--- src/rtl/frame_arbiter.sv ---
`default_nettype none
// ============================================================================
// Module   : frame_arbiter
// Purpose  : Round-robin arbiter that hands a single framing encoder to one of
//            two byte-stream requesters. It streams a frame of up to MAX_LEN
//            bytes, waits for the encoder's two state-change indications
//            (end-of-receive, then end-of-transfer), enforces a quiet gap, and
//            guards the whole exchange with a watchdog.
// Ports    :
//   clk            in   clock, rising edge
//   reset_n        in   asynchronous active-low reset
//   req[1:0]       in   per-requester frame request (level)
//   len0/len1[4:0] in   frame length in bytes, sampled at grant
//   data0/data1    in   first-word-fall-through byte per requester
//   pop[1:0]       out  one-hot byte-consumed strobe
//   grant[1:0]     out  one-hot encoder owner, held for the whole frame
//   enc_din[7:0]   out  byte to encoder
//   enc_din_valid  out  byte valid to encoder
//   enc_indicator  in   encoder state-change pulse
//   done           out  one-cycle pulse on frame completion
//   err            out  one-cycle pulse on rejected request / watchdog expiry
//   busy           out  high whenever not idle
// Revision : 1.0 - initial release
// ============================================================================
module frame_arbiter #(
  parameter int MAX_LEN    = 20,
  parameter int GAP_CYCLES = 17,
  parameter int TIMEOUT    = 2047
) (
  input  logic       clk,
  input  logic       reset_n,
  input  logic [1:0] req,
  input  logic [4:0] len0,
  input  logic [4:0] len1,
  input  logic [7:0] data0,
  input  logic [7:0] data1,
  output logic [1:0] pop,
  output logic [1:0] grant,
  output logic [7:0] enc_din,
  output logic       enc_din_valid,
  input  logic       enc_indicator,
  output logic       done,
  output logic       err,
  output logic       busy
);

  // Counter widths sized so the largest loaded/compared value always fits.
  localparam int GAP_W = $clog2(GAP_CYCLES + 1);
  localparam int WD_W  = $clog2(TIMEOUT + 1);

  localparam logic [4:0]       MAX_LEN_C = 5'(MAX_LEN);
  localparam logic [GAP_W-1:0] GAP_LOAD  = GAP_W'(GAP_CYCLES - 1);
  localparam logic [WD_W-1:0]  WD_LAST   = WD_W'(TIMEOUT - 1);

  typedef enum logic [2:0] {
    ST_IDLE    = 3'd0,
    ST_SEND    = 3'd1,
    ST_WAIT_RX = 3'd2,
    ST_WAIT_TX = 3'd3,
    ST_GAP     = 3'd4
  } state_t;

  state_t           state, state_nxt;
  logic [4:0]       cnt, cnt_nxt;
  logic [GAP_W-1:0] gap_cnt, gap_nxt;
  logic [WD_W-1:0]  wd_cnt, wd_nxt;
  logic             owner, owner_nxt;   // index of the granted requester
  logic             ptr, ptr_nxt;       // requester favoured at next arbitration
  logic             err_q, err_nxt;

  logic             sel;
  logic [4:0]       sel_len;
  logic [4:0]       len_clamped;
  logic             wd_expire;

  // --------------------------------------------------------------------------
  // State register
  // --------------------------------------------------------------------------
  always_ff @(posedge clk or negedge reset_n) begin
    if (!reset_n) begin
      state   <= ST_IDLE;
      cnt     <= '0;
      gap_cnt <= '0;
      wd_cnt  <= '0;
      owner   <= 1'b0;
      ptr     <= 1'b0;
      err_q   <= 1'b0;
    end else begin
      state   <= state_nxt;
      cnt     <= cnt_nxt;
      gap_cnt <= gap_nxt;
      wd_cnt  <= wd_nxt;
      owner   <= owner_nxt;
      ptr     <= ptr_nxt;
      err_q   <= err_nxt;
    end
  end

  // --------------------------------------------------------------------------
  // Next-state and outputs
  // --------------------------------------------------------------------------
  always_comb begin
    state_nxt     = state;
    cnt_nxt       = cnt;
    gap_nxt       = gap_cnt;
    wd_nxt        = wd_cnt;
    owner_nxt     = owner;
    ptr_nxt       = ptr;
    err_nxt       = 1'b0;

    // The favoured requester wins if it is asking, otherwise the other one.
    sel           = req[ptr] ? ptr : ~ptr;
    sel_len       = sel ? len1 : len0;
    len_clamped   = (sel_len > MAX_LEN_C) ? MAX_LEN_C : sel_len;
    wd_expire     = (wd_cnt == WD_LAST);

    case (state)
      ST_IDLE: begin
        if (req != 2'b00) begin
          if (sel_len == 5'd0) begin
            // Zero-length request is refused; move on so the other side
            // is not starved by a requester stuck on a bad length.
            err_nxt = 1'b1;
            ptr_nxt = ~sel;
          end else begin
            state_nxt = ST_SEND;
            owner_nxt = sel;
            cnt_nxt   = len_clamped;
            wd_nxt    = '0;
          end
        end
      end

      ST_SEND: begin
        if (wd_expire) begin
          state_nxt = ST_IDLE;
          err_nxt   = 1'b1;
          ptr_nxt   = ~owner;
          cnt_nxt   = '0;
          wd_nxt    = '0;
        end else begin
          wd_nxt  = wd_cnt + WD_W'(1);
          cnt_nxt = cnt - 5'd1;
          if (cnt == 5'd1) begin
            state_nxt = ST_WAIT_RX;
          end
        end
      end

      ST_WAIT_RX: begin
        if (wd_expire) begin
          state_nxt = ST_IDLE;
          err_nxt   = 1'b1;
          ptr_nxt   = ~owner;
          wd_nxt    = '0;
        end else begin
          wd_nxt = wd_cnt + WD_W'(1);
          if (enc_indicator) begin
            state_nxt = ST_WAIT_TX;
          end
        end
      end

      ST_WAIT_TX: begin
        if (wd_expire) begin
          state_nxt = ST_IDLE;
          err_nxt   = 1'b1;
          ptr_nxt   = ~owner;
          wd_nxt    = '0;
        end else begin
          wd_nxt = wd_cnt + WD_W'(1);
          if (enc_indicator) begin
            state_nxt = ST_GAP;
            gap_nxt   = GAP_LOAD;
            wd_nxt    = '0;
          end
        end
      end

      ST_GAP: begin
        if (gap_cnt == '0) begin
          state_nxt = ST_IDLE;
          ptr_nxt   = ~owner;
        end else begin
          gap_nxt = gap_cnt - GAP_W'(1);
        end
      end

      default: begin
        state_nxt = ST_IDLE;
      end
    endcase

    // Outputs decode from registered state only (plus the FWFT data path),
    // so they fall to zero as soon as reset forces IDLE.
    busy          = (state != ST_IDLE);
    grant         = busy ? (owner ? 2'b10 : 2'b01) : 2'b00;
    enc_din_valid = (state == ST_SEND);
    enc_din       = (state == ST_SEND) ? (owner ? data1 : data0) : 8'h00;
    pop           = (state == ST_SEND) ? grant : 2'b00;
    done          = (state == ST_GAP) && (gap_cnt == '0);
    err           = err_q;
  end

endmodule
`default_nettype wire

--- config.mk ---
export PLATFORM = sky130hd
export DESIGN_NAME = frame_arbiter
export DESIGN_NICKNAME = d
export VERILOG_FILES = /design/src/rtl/frame_arbiter.sv
export SDC_FILE = /design/constraint.sdc
export NUM_CORES = 1
export LEC_CHECK = 0
export CAP_MARGIN = 20
export CORE_ASPECT_RATIO = 0.7
export CORE_MARGIN = 4
export CORE_UTILIZATION = 45
export CTS_CLUSTER_DIAMETER = 50
export DETAILED_ROUTE_END_ITERATION = 8
export PLACE_DENSITY_LB_ADDON = 0.3
export SETUP_SLACK_MARGIN = 0.1
export SYNTH_ARGS = -nofsm -noshare
export SYNTH_HDL_FRONTEND = slang
export SYNTH_SLANG_ARGS = --single-unit
--- constraint.sdc ---
create_clock -name clk -period 1.93 [get_ports clk]
set_input_delay 0.193 -clock clk [delete_from_list [all_inputs] [get_ports clk]]
set_output_delay 0.193 -clock clk [all_outputs]
set_load 0.01 [all_outputs]
Yosys cells after proc, flatten, opt, wreduce, memory -nomap -nowiden
Cells that the tools add are included.
{"block": "totals", "output_inout_bits": 16, "regBits": 27, "elab_cells": 94}
{"block": "op_classes", "magnitude_cmp": 2, "bitwise_logic": 4, "eq_ne": 17, "addsub": 3, "n_reduce_logical": 18, "mux": 43}
{"operator": "$mux W11", "n": 5}
{"operator": "$mux W5", "n": 8}
{"operator": "$pmux W11 S3", "n": 1}
{"operator": "$mux W3", "n": 9}
{"operator": "$pmux W5 S2", "n": 2}
{"operator": "$mux W8", "n": 2}
{"operator": "$pmux W3 S5", "n": 1}
{"operator": "$ne A2 B2 Y1 const B", "n": 7}
{"operator": "$add A11 B1 Y11 const B", "n": 1}
{"operator": "$eq A11 B11 Y1 const B", "n": 1}
{"operator": "$logic_not A5 Y1", "n": 2}
{"operator": "$mux W1", "n": 10}
{"operator": "$sub A5 B1 Y5 const B", "n": 2}
{"operator": "$reduce_and A3 Y1", "n": 3}
{"operator": "$reduce_bool A3 Y1", "n": 3}
{"operator": "$eq A3 B2 Y1 const B", "n": 2}
{"operator": "$mux W2", "n": 3}
{"operator": "$ne A3 B3 Y1 const B", "n": 2}
{"operator": "$reduce_and A6 Y1", "n": 1}
{"operator": "$reduce_bool A2 Y1", "n": 3}
{"operator": "$eq A5 B1 Y1 const B", "n": 1}
{"operator": "$gt A5 B5 Y1 const B", "n": 1}
{"operator": "$reduce_and A5 Y1", "n": 1}
{"operator": "$not A1 Y1", "n": 4}
{"operator": "other kinds (12)", "n": 12}

Depth between registers and ports, before layout
Gate-level depths: netlist (run 1).
{"block": "logic_depth", "ltp_word": 9, "mapped_depth": 8}

Worst setup path after synthesis (run 1)
Ideal clock, no wire load.
{"block": "synth_path", "kind": "register -> register", "startpoint": "reg gap_cnt[0]", "endpoint": "reg ptr", "t_required_ns": 1.808, "t_arrival_ns": 1.789, "slack_ns": 0.019, "path_buffers": 0, "stages_incl_launch_ff": 7, "path_cell_list": "dfrtp_1 inv_1 ha_1 or4b_2 nor2_1 o221ai_1 a32o_1"}
{"block": "synth_between", "elab_chain_len": 3}
{"item": "start, declared", "line_no": "65", "source": "logic [GAP_W-1:0] gap_cnt, gap_nxt;"}
{"item": "start signal, assigned", "line_no": "91", "source": "gap_cnt <= gap_nxt;"}
{"item": "$logic_not A5 Y1", "line_no": "181", "source": "if (gap_cnt == '0) begin"}
{"item": "$ne A2 B2 Y1 (no line)"}
{"item": "$reduce_and A5 Y1 (no line)"}
{"item": "end signal, assigned", "line_no": "94", "source": "ptr <= ptr_nxt;"}
{"item": "end, declared", "line_no": "68", "source": "logic ptr, ptr_nxt;"}
Every way passes these cells.
A chain may end at the register's enable or synchronous reset.

Worst setup path in the final report (run 1)
{"block": "layout_path", "startpoint": "reg gap_cnt[0]", "endpoint": "out done"}
{"block": "layout_between", "elab_chain_len": 2}
{"item": "$logic_not A5 Y1", "line_no": "201", "source": "done = (state == ST_GAP) && (gap_cnt == '0);"}
{"item": "$logic_and A1 B1 Y1", "line_no": "201"}
{"item": "end, declared", "line_no": "42", "source": "output logic done,"}
Every way passes these cells.

==> results of run 1 <==
==> path summary, 6_finish.rpt <==
path                       startpoint         to  slack, ps
min in group clk            wd_cnt[2]  wd_cnt[2]        520
hold / removal                reset_n     cnt[0]        280
hold reg to reg             wd_cnt[2]  wd_cnt[2]        520
max in group asynchronous     reset_n  wd_cnt[1]       1360
setup / recovery           gap_cnt[0]       done        100
setup reg to reg           gap_cnt[0]        ptr        110
==> synthesized netlist by cell type (2+ instances only) <==
cell type,number
nand4_1,7
nor2_1,28
o21a_1,2
or4_1,2
nor3_1,4
o22ai_1,4
or3_1,5
clkbuf_1,4
mux2_4,2
xnor2_1,4
a21oi_1,8
nand2b_1,4
buf_6,2
dfrtp_1,27
nor4_1,3
a21oi_2,6
buf_2,2
o211ai_1,2
and2_1,2
o311ai_0,2
nand2_1,25
mux2i_1,13
nor2_2,2
nand3_1,10
or2_2,3
a32oi_1,4
o21ai_1,2
o21ai_0,7
o221ai_1,3
ha_1,6
inv_1,14
==> cells by family after synthesis <==
logic type      count (synthesis)
xor+xnor                        5
buf+inv                        24
flops                          27
simple gates                  101
fa+ha+maj                       6
compound gates                 48
mux                            15
==> registers in the layout (all words and copies together) (netlist names) <==
register	cells
cnt	5
err	1
gap_cnt	5
owner	1
ptr	1
state	3
wd_cnt	11
==> cells in the final DEF, fill, tap and decap left out, types with 5 or more instances in the layout <==
| cell | Yosys | routed |
|---|---|---|
| clkbuf_2 | 0 | 9 |
| dlygate4sd2_1 | 0 | 5 |
| o21ai_0 | 7 | 7 |
| inv_1 | 14 | 12 |
| nand4_1 | 7 | 7 |
| clkdlybuf4s50_1 | 0 | 28 |
| dfrtp_1 | 27 | 27 |
| a21oi_1 | 8 | 7 |
| buf_4 | 0 | 33 |
| nor2_1 | 28 | 25 |
| a21oi_2 | 6 | 7 |
| mux2i_1 | 13 | 13 |
| nand2_1 | 25 | 25 |
| ha_1 | 6 | 6 |
| nand3_1 | 10 | 10 |
==> final cells by class <==
type | count | area, µm² | area share
well taps | 52 | 65.1 | 0.0234
inverters | 15 | 61.3 | 0.0221
repair buffers | 84 | 717 | 0.258
multi-input cells | 175 | 1210 | 0.436
flip-flops and latches | 27 | 676 | 0.243
clock inverters | 1 | 7.51 | 0.00270
clock buffers | 3 | 41.3 | 0.0149
==> power by group <==
group / internal (W) / leakage (nW) / switching [W]
Sequential: 0.000760 / 0.344 / 0.000199
Combinational: 0.00142 / 0.876 / 0.00142
Clock: 0.000147 / 0.0217 / 0.000185
==> stage by stage <==
stage          hold WS (ps)   util  std cells  instance area (µm²)  total power (W)
3_5_place_dp            514  0.661        347                 2670          0.00365
4_1_cts                 297  0.683        355                 2760          0.00404
5_1_grt                 308  0.688        357                 2780          0.00446
3_3_place_gp            504  0.661        347                 2670          0.00359
2_1_floorplan          -103      -        226                 1950          0.00261
6_report                284  0.688        357                 2780          0.00413
==> per-layer routing <==
metal  up-vias  part of all wire
met3         4             0.058
met1       960              0.47
met5         -                 0
met4         0            0.0068
met2        54              0.47
li1        974                 -
==> timing repair <==
item | 4_1_cts | 5_1_grt
buffers inserted | 4 | 2
pin swaps | 7 | 4
cloned | 0 | 0
endpoints found under the setup margin | 24 | 29
gates resized for setup | 36 | 31
==> flow_metrics.env, run 1 <==
export IMPL_insertion_delay_ps=280
export IMPL_tightest_slew_ps=565
export IMPL_num_fill_cells=337
export IMPL_critPathKind="flop to output port"
export IMPL_nets_in_the_synthesized_netlist=263
export IMPL_critical_path_peak_fanout=2
export IMPL_worstHoldPathType="primary input to async pin"
export IMPL_period_needed_ps=1830
export IMPL_critPathSlowestCell="or4b_4"
export IMPL_floorplan_die_width_um=86.6
export IMPL_fraction_of_the_mapped_netlist_area_in_compound_gates=0.186
export IMPL_slew_violations=0
export IMPL_synth_main_ff_cell="dfrtp_1"
export IMPL_diode_count=0
export IMPL_syn_avg_cell_area_um2=8.61
export IMPL_worst_ep_required_time_ps=1740
export IMPL_drv_max_cap_violation_count=0
export IMPL_synth_simple_gate_area_share=0.260
export IMPL_synth_yosys_seq_area_share=0.347
export IMPL_post_route_drc_count=0
export IMPL_synthDominantCellAreaShare=0.347
export IMPL_antenna_found_initial=0
export IMPL_critical_path_arrival_ps=1640
export IMPL_async_flop_share=1.00
export IMPL_achievable_frequency_mhz=545
export IMPL_port_buffer_count=46
export IMPL_yosys_mux_area_fraction=0.0823
export IMPL_worst_path_buf_inv=2
export IMPL_vdd_drop_max_v=0.000824
export IMPL_drt_antenna_violating_nets=0
export IMPL_vias=1992
export IMPL_reg2reg_depth=7
export IMPL_placement_setup_worst_slack_ps=-193
export IMPL_clock_sinks=27
export IMPL_run_status="complete, no violations"
export IMPL_final_hold_vio_count=0
export IMPL_grtUsageMet1=0.288
export IMPL_die_area_um2=5460
export IMPL_setup_ws_ps=96.3
export IMPL_setup_worst_path_end_class="output port"
export IMPL_clkTransAtPathRegs_ps=100
export IMPL_grt_overflow_total=0
export IMPL_worst_setup_path_start_kind="flop"
export IMPL_critical_path_depth=5
export IMPL_power_density_nw_per_um2=1490
export IMPL_setup_viol_count_final=0
export IMPL_start_util=0.482
export IMPL_synth_xor_area_share=0.0225
export IMPL_grt_pass1_wl_um=8840
export IMPL_grtUsageMet3=0.0487
export IMPL_numCtsBuffers=3
export IMPL_synth_ff_latch_count=27
export IMPL_gp_congestion=0.834
export IMPL_grt_max_degree=28
export IMPL_grt_use_met2=0.302
export IMPL_fin_setup_tns_ps=0
export IMPL_drt_wirelength_um=5330
export IMPL_cp_top_family="simple AND/OR/NAND/NOR gates"
export IMPL_pin_count=47
export IMPL_wl_per_cell_um=14.9
export IMPL_synth_area_top_cells="dfrtp_1 (35%), mux2i_1 (6.7%), nor2_1 (5.4%), nand2_1 (4.8%), ha_1 (3.9%)"
export IMPL_finClkSkew_ps=11.7
export IMPL_rows=19
export IMPL_cellLeakagePower_nw=1.24
export IMPL_design_core_area_um2=4040
export IMPL_num_nets_final=343
export IMPL_cts_path_max_buffers=2
export IMPL_postSynthCellCount=226
export IMPL_timing_critical_path_cells="inv_2 -> ha_1 -> or4b_4 -> nor2_4 -> buf_6"
export IMPL_synth_edff_count=0
export IMPL_area_growth_synth_to_final_pct=42.8
export IMPL_synthDistinctLibCells=48
export IMPL_synth_warning_count=0
export IMPL_detailedRoute_firstPassIterationCount=4
export IMPL_total_of_hold_buffers_inserted_after_clock_tree_synthesis=0
export IMPL_maxSlewHeadroom=0.624
export IMPL_first_global_vias=1867
export IMPL_most_area_hungry_cell_type_in_the_yosys_netlist="dfrtp_1"
export IMPL_cts_root_buffer_cell="clkbuf_8"
export IMPL_rsz0062_at_grt="true"
export IMPL_netlist_area_before_placement_um2=1950
export IMPL_critical_path_max_stage_delay_ps=490
export IMPL_globalRoute_busiestLayer="met2"
export IMPL_final_min_period_over_clock_period=0.950
export IMPL_detailedRoute_firstIterationViolations=110
export IMPL_place_hpwl_um=4010
export IMPL_cts_htree_levels=1
export IMPL_grt_util_all_layers=0.197
export IMPL_post_synth_fa_ha_maj_area_fraction=0.0386
export IMPL_drive_above_1_share=0.285
export IMPL_synth_top_family_by_area="simple AND/OR/NAND/NOR gates"
export IMPL_via_per_inst=5.58
export IMPL_fp_dieH_um=63.0
export IMPL_cts_tree="done"
No activity file was read; power rests on OpenSTA's default activity.
==> run 2: changes to the inputs <==
--- a/config.mk
+++ b/config.mk
@@ -11,6 +11,7 @@
 export CORE_UTILIZATION = 45
 export CTS_CLUSTER_DIAMETER = 50
 export DETAILED_ROUTE_END_ITERATION = 8
+export DONT_BUFFER_PORTS = 1
 export PLACE_DENSITY_LB_ADDON = 0.3
 export SETUP_SLACK_MARGIN = 0.1
 export SYNTH_ARGS = -nofsm -noshare
==> flow_metrics.env, run 2 (synthesized netlist as in run 1, its figures left out) <==
export IMPL_port_buffer_count=0
export IMPL_cellLeakagePower_nw=0.942
export IMPL_detailedRoute_firstIterationViolations=81
export IMPL_die_area_um2=5460
export IMPL_wl_per_cell_um=15.6
export IMPL_clkTransAtPathRegs_ps=100
export IMPL_grt_max_degree=28
export IMPL_grt_overflow_total=0
export IMPL_detailedRoute_firstPassIterationCount=5
export IMPL_placed_cell_area_um2=2070
export IMPL_drv_max_cap_violation_count=0
export IMPL_fin_area_um2=2240
export IMPL_cts_htree_levels=1
export IMPL_cts_tree="done"
export IMPL_drt_antenna_violating_nets=0
export IMPL_numCtsBuffers=3
export IMPL_setup_worst_path_end_class="output port"
export IMPL_vias=1687
export IMPL_final_hold_vio_count=0
export IMPL_slew_violations=0
export IMPL_fin_setup_tns_ps=0
export IMPL_place_hpwl_um=3440
export IMPL_run_status="complete, no violations"
export IMPL_power_density_nw_per_um2=1620
export IMPL_finClkSkew_ps=5.68
export IMPL_cts_path_max_buffers=2
export IMPL_setup_viol_count_final=0
export IMPL_antenna_found_initial=0
export IMPL_post_route_drc_count=0
export IMPL_critical_path_peak_fanout=3
export IMPL_area_growth_synth_to_final_pct=14.8
export IMPL_rows=19
export IMPL_via_per_inst=5.76
export IMPL_grt_util_all_layers=0.171
export IMPL_drt_wirelength_um=4570
export IMPL_top_regs="wd_cnt: 11 flops, cnt: 5 flops, gap_cnt: 5 flops"
export IMPL_floorplan_die_width_um=86.6
export IMPL_vdd_drop_max_v=0.000768
export IMPL_grt_pass1_wl_um=7640
export IMPL_critPathKind="flop to output port"
export IMPL_worst_setup_path_start_kind="flop"
export IMPL_design_core_area_um2=4040
export IMPL_insertion_delay_ps=280
export IMPL_diode_count=0
export IMPL_pin_count=47
export IMPL_largest_register_ffs=11
export IMPL_cts_root_buffer_cell="clkbuf_8"
export IMPL_final_min_period_over_clock_period=0.958
export IMPL_final_cell_mix="nand2_1 (25), dfrtp_1 (25), nor2_1 (17)"
export IMPL_drive_above_1_share=0.266
export IMPL_achievable_frequency_mhz=541
export IMPL_worstHoldPathType="primary input to flop"
export IMPL_fp_dieH_um=63.0
export IMPL_maxSlewHeadroom=0.612
export IMPL_critical_path_arrival_ps=1660
export IMPL_num_nets_final=279
export IMPL_worst_ep_required_time_ps=1740
export IMPL_gp_congestion=0.873
export IMPL_tightest_slew_ps=581
export IMPL_start_util=0.482
export IMPL_period_needed_ps=1850
export IMPL_rsz0062_at_grt="true"
export IMPL_regMostFlops="wd_cnt"
export IMPL_clock_sinks=27
export IMPL_first_global_vias=1614
-- run 2: cell count changes in the layout (fill, tap and decap cells not counted), sizes merged --
cell           change
dlygate4sd2        -5
clkinv             +1
clkdlybuf4s50     -28
buf               -22
clkdlybuf4s15      -1
clkbuf             -9
clkinvlp           -1
dlygate4sd3        +1
-- run 2: cell type report --
| class | instances | area (µm²) |
|---|---|---|
| Timing Repair Buffer | 20 | 173 |
| Inverter | 15 | 61.3 |
| Clock inverter | 1 | 5.00 |
| Sequential cell | 27 | 678 |
| Multi-Input combinational cell | 175 | 1210 |
| Clock buffer | 3 | 41.3 |
| Tap cell | 52 | 65.1 |
| Fill cell | 370 | 1810 |
-- run 2: path summary, 6_finish.rpt --
check | cells after the start | endpoint | from | slack (ps)
min reg2reg | 1 | ptr | ptr | 530
max | 5 | done | gap_cnt[1] | 80
max reg2reg | 7 | wd_cnt[5] | wd_cnt[0] | 180
min in group asynchronous | 2 | cnt[1] | reset_n | 330
max in group asynchronous | 2 | state[1] | reset_n | 1420
min | 2 | owner | req[1] | 70
-- run 2: report_power, final --
| part | internal (W) | switching (W) | leakage (nW) |
|---|---|---|---|
| combinational | 0.00103 | 0.00127 | 0.575 |
| clock | 0.000145 | 0.000187 | 0.0255 |
| sequential | 0.000765 | 0.000236 | 0.342 |
| total | 0.00194 | 0.00169 | 0.942 |
-- run 2: critical path, stage by stage, from the launching register on --
cell and delay, ps:
dfrtp_1 410, inv_2 90, ha_4 120, or4b_4 480, nor2_4 160, buf_6 120
-- run 2: through the flow --
stage | setup slack, ps | hold WS [ps] | power (W) | cells | utilization
after floorplan | 118 | -103 | 0.00261 | 226 | -
after global placement | 85.8 | -102 | 0.00303 | 284 | 0.512
after detailed placement | 36.8 | -102 | 0.00307 | 284 | 0.512
after CTS | 64.6 | 65.2 | 0.00353 | 290 | 0.541
after global routing | 24.0 | 80.6 | 0.00396 | 293 | 0.553
final | 80.8 | 68.7 | 0.00363 | 293 | 0.553
-- run 2: routing by layer --
metal	vias to the layer above	wire [µm]	share of wire	GRT usage
li1	843	-	-	-
met1	798	2280	0.50	0.261
met2	44	2020	0.44	0.252
met3	2	261	0.057	0.0408
met4	0	13	0.0028	0.0195
met5	-	0	0	0
-- run 2: timing repair --
| action | 4_1_cts | 5_1_grt |
|---|---|---|
| pin swaps | 0 | 1 |
| resized for setup | 14 | 9 |
| hold endpoints to repair | 27 | 0 |
| setup endpoints to repair | 19 | 19 |
| setup buffers | 0 | 3 |
| hold buffers | 2 | 0 |
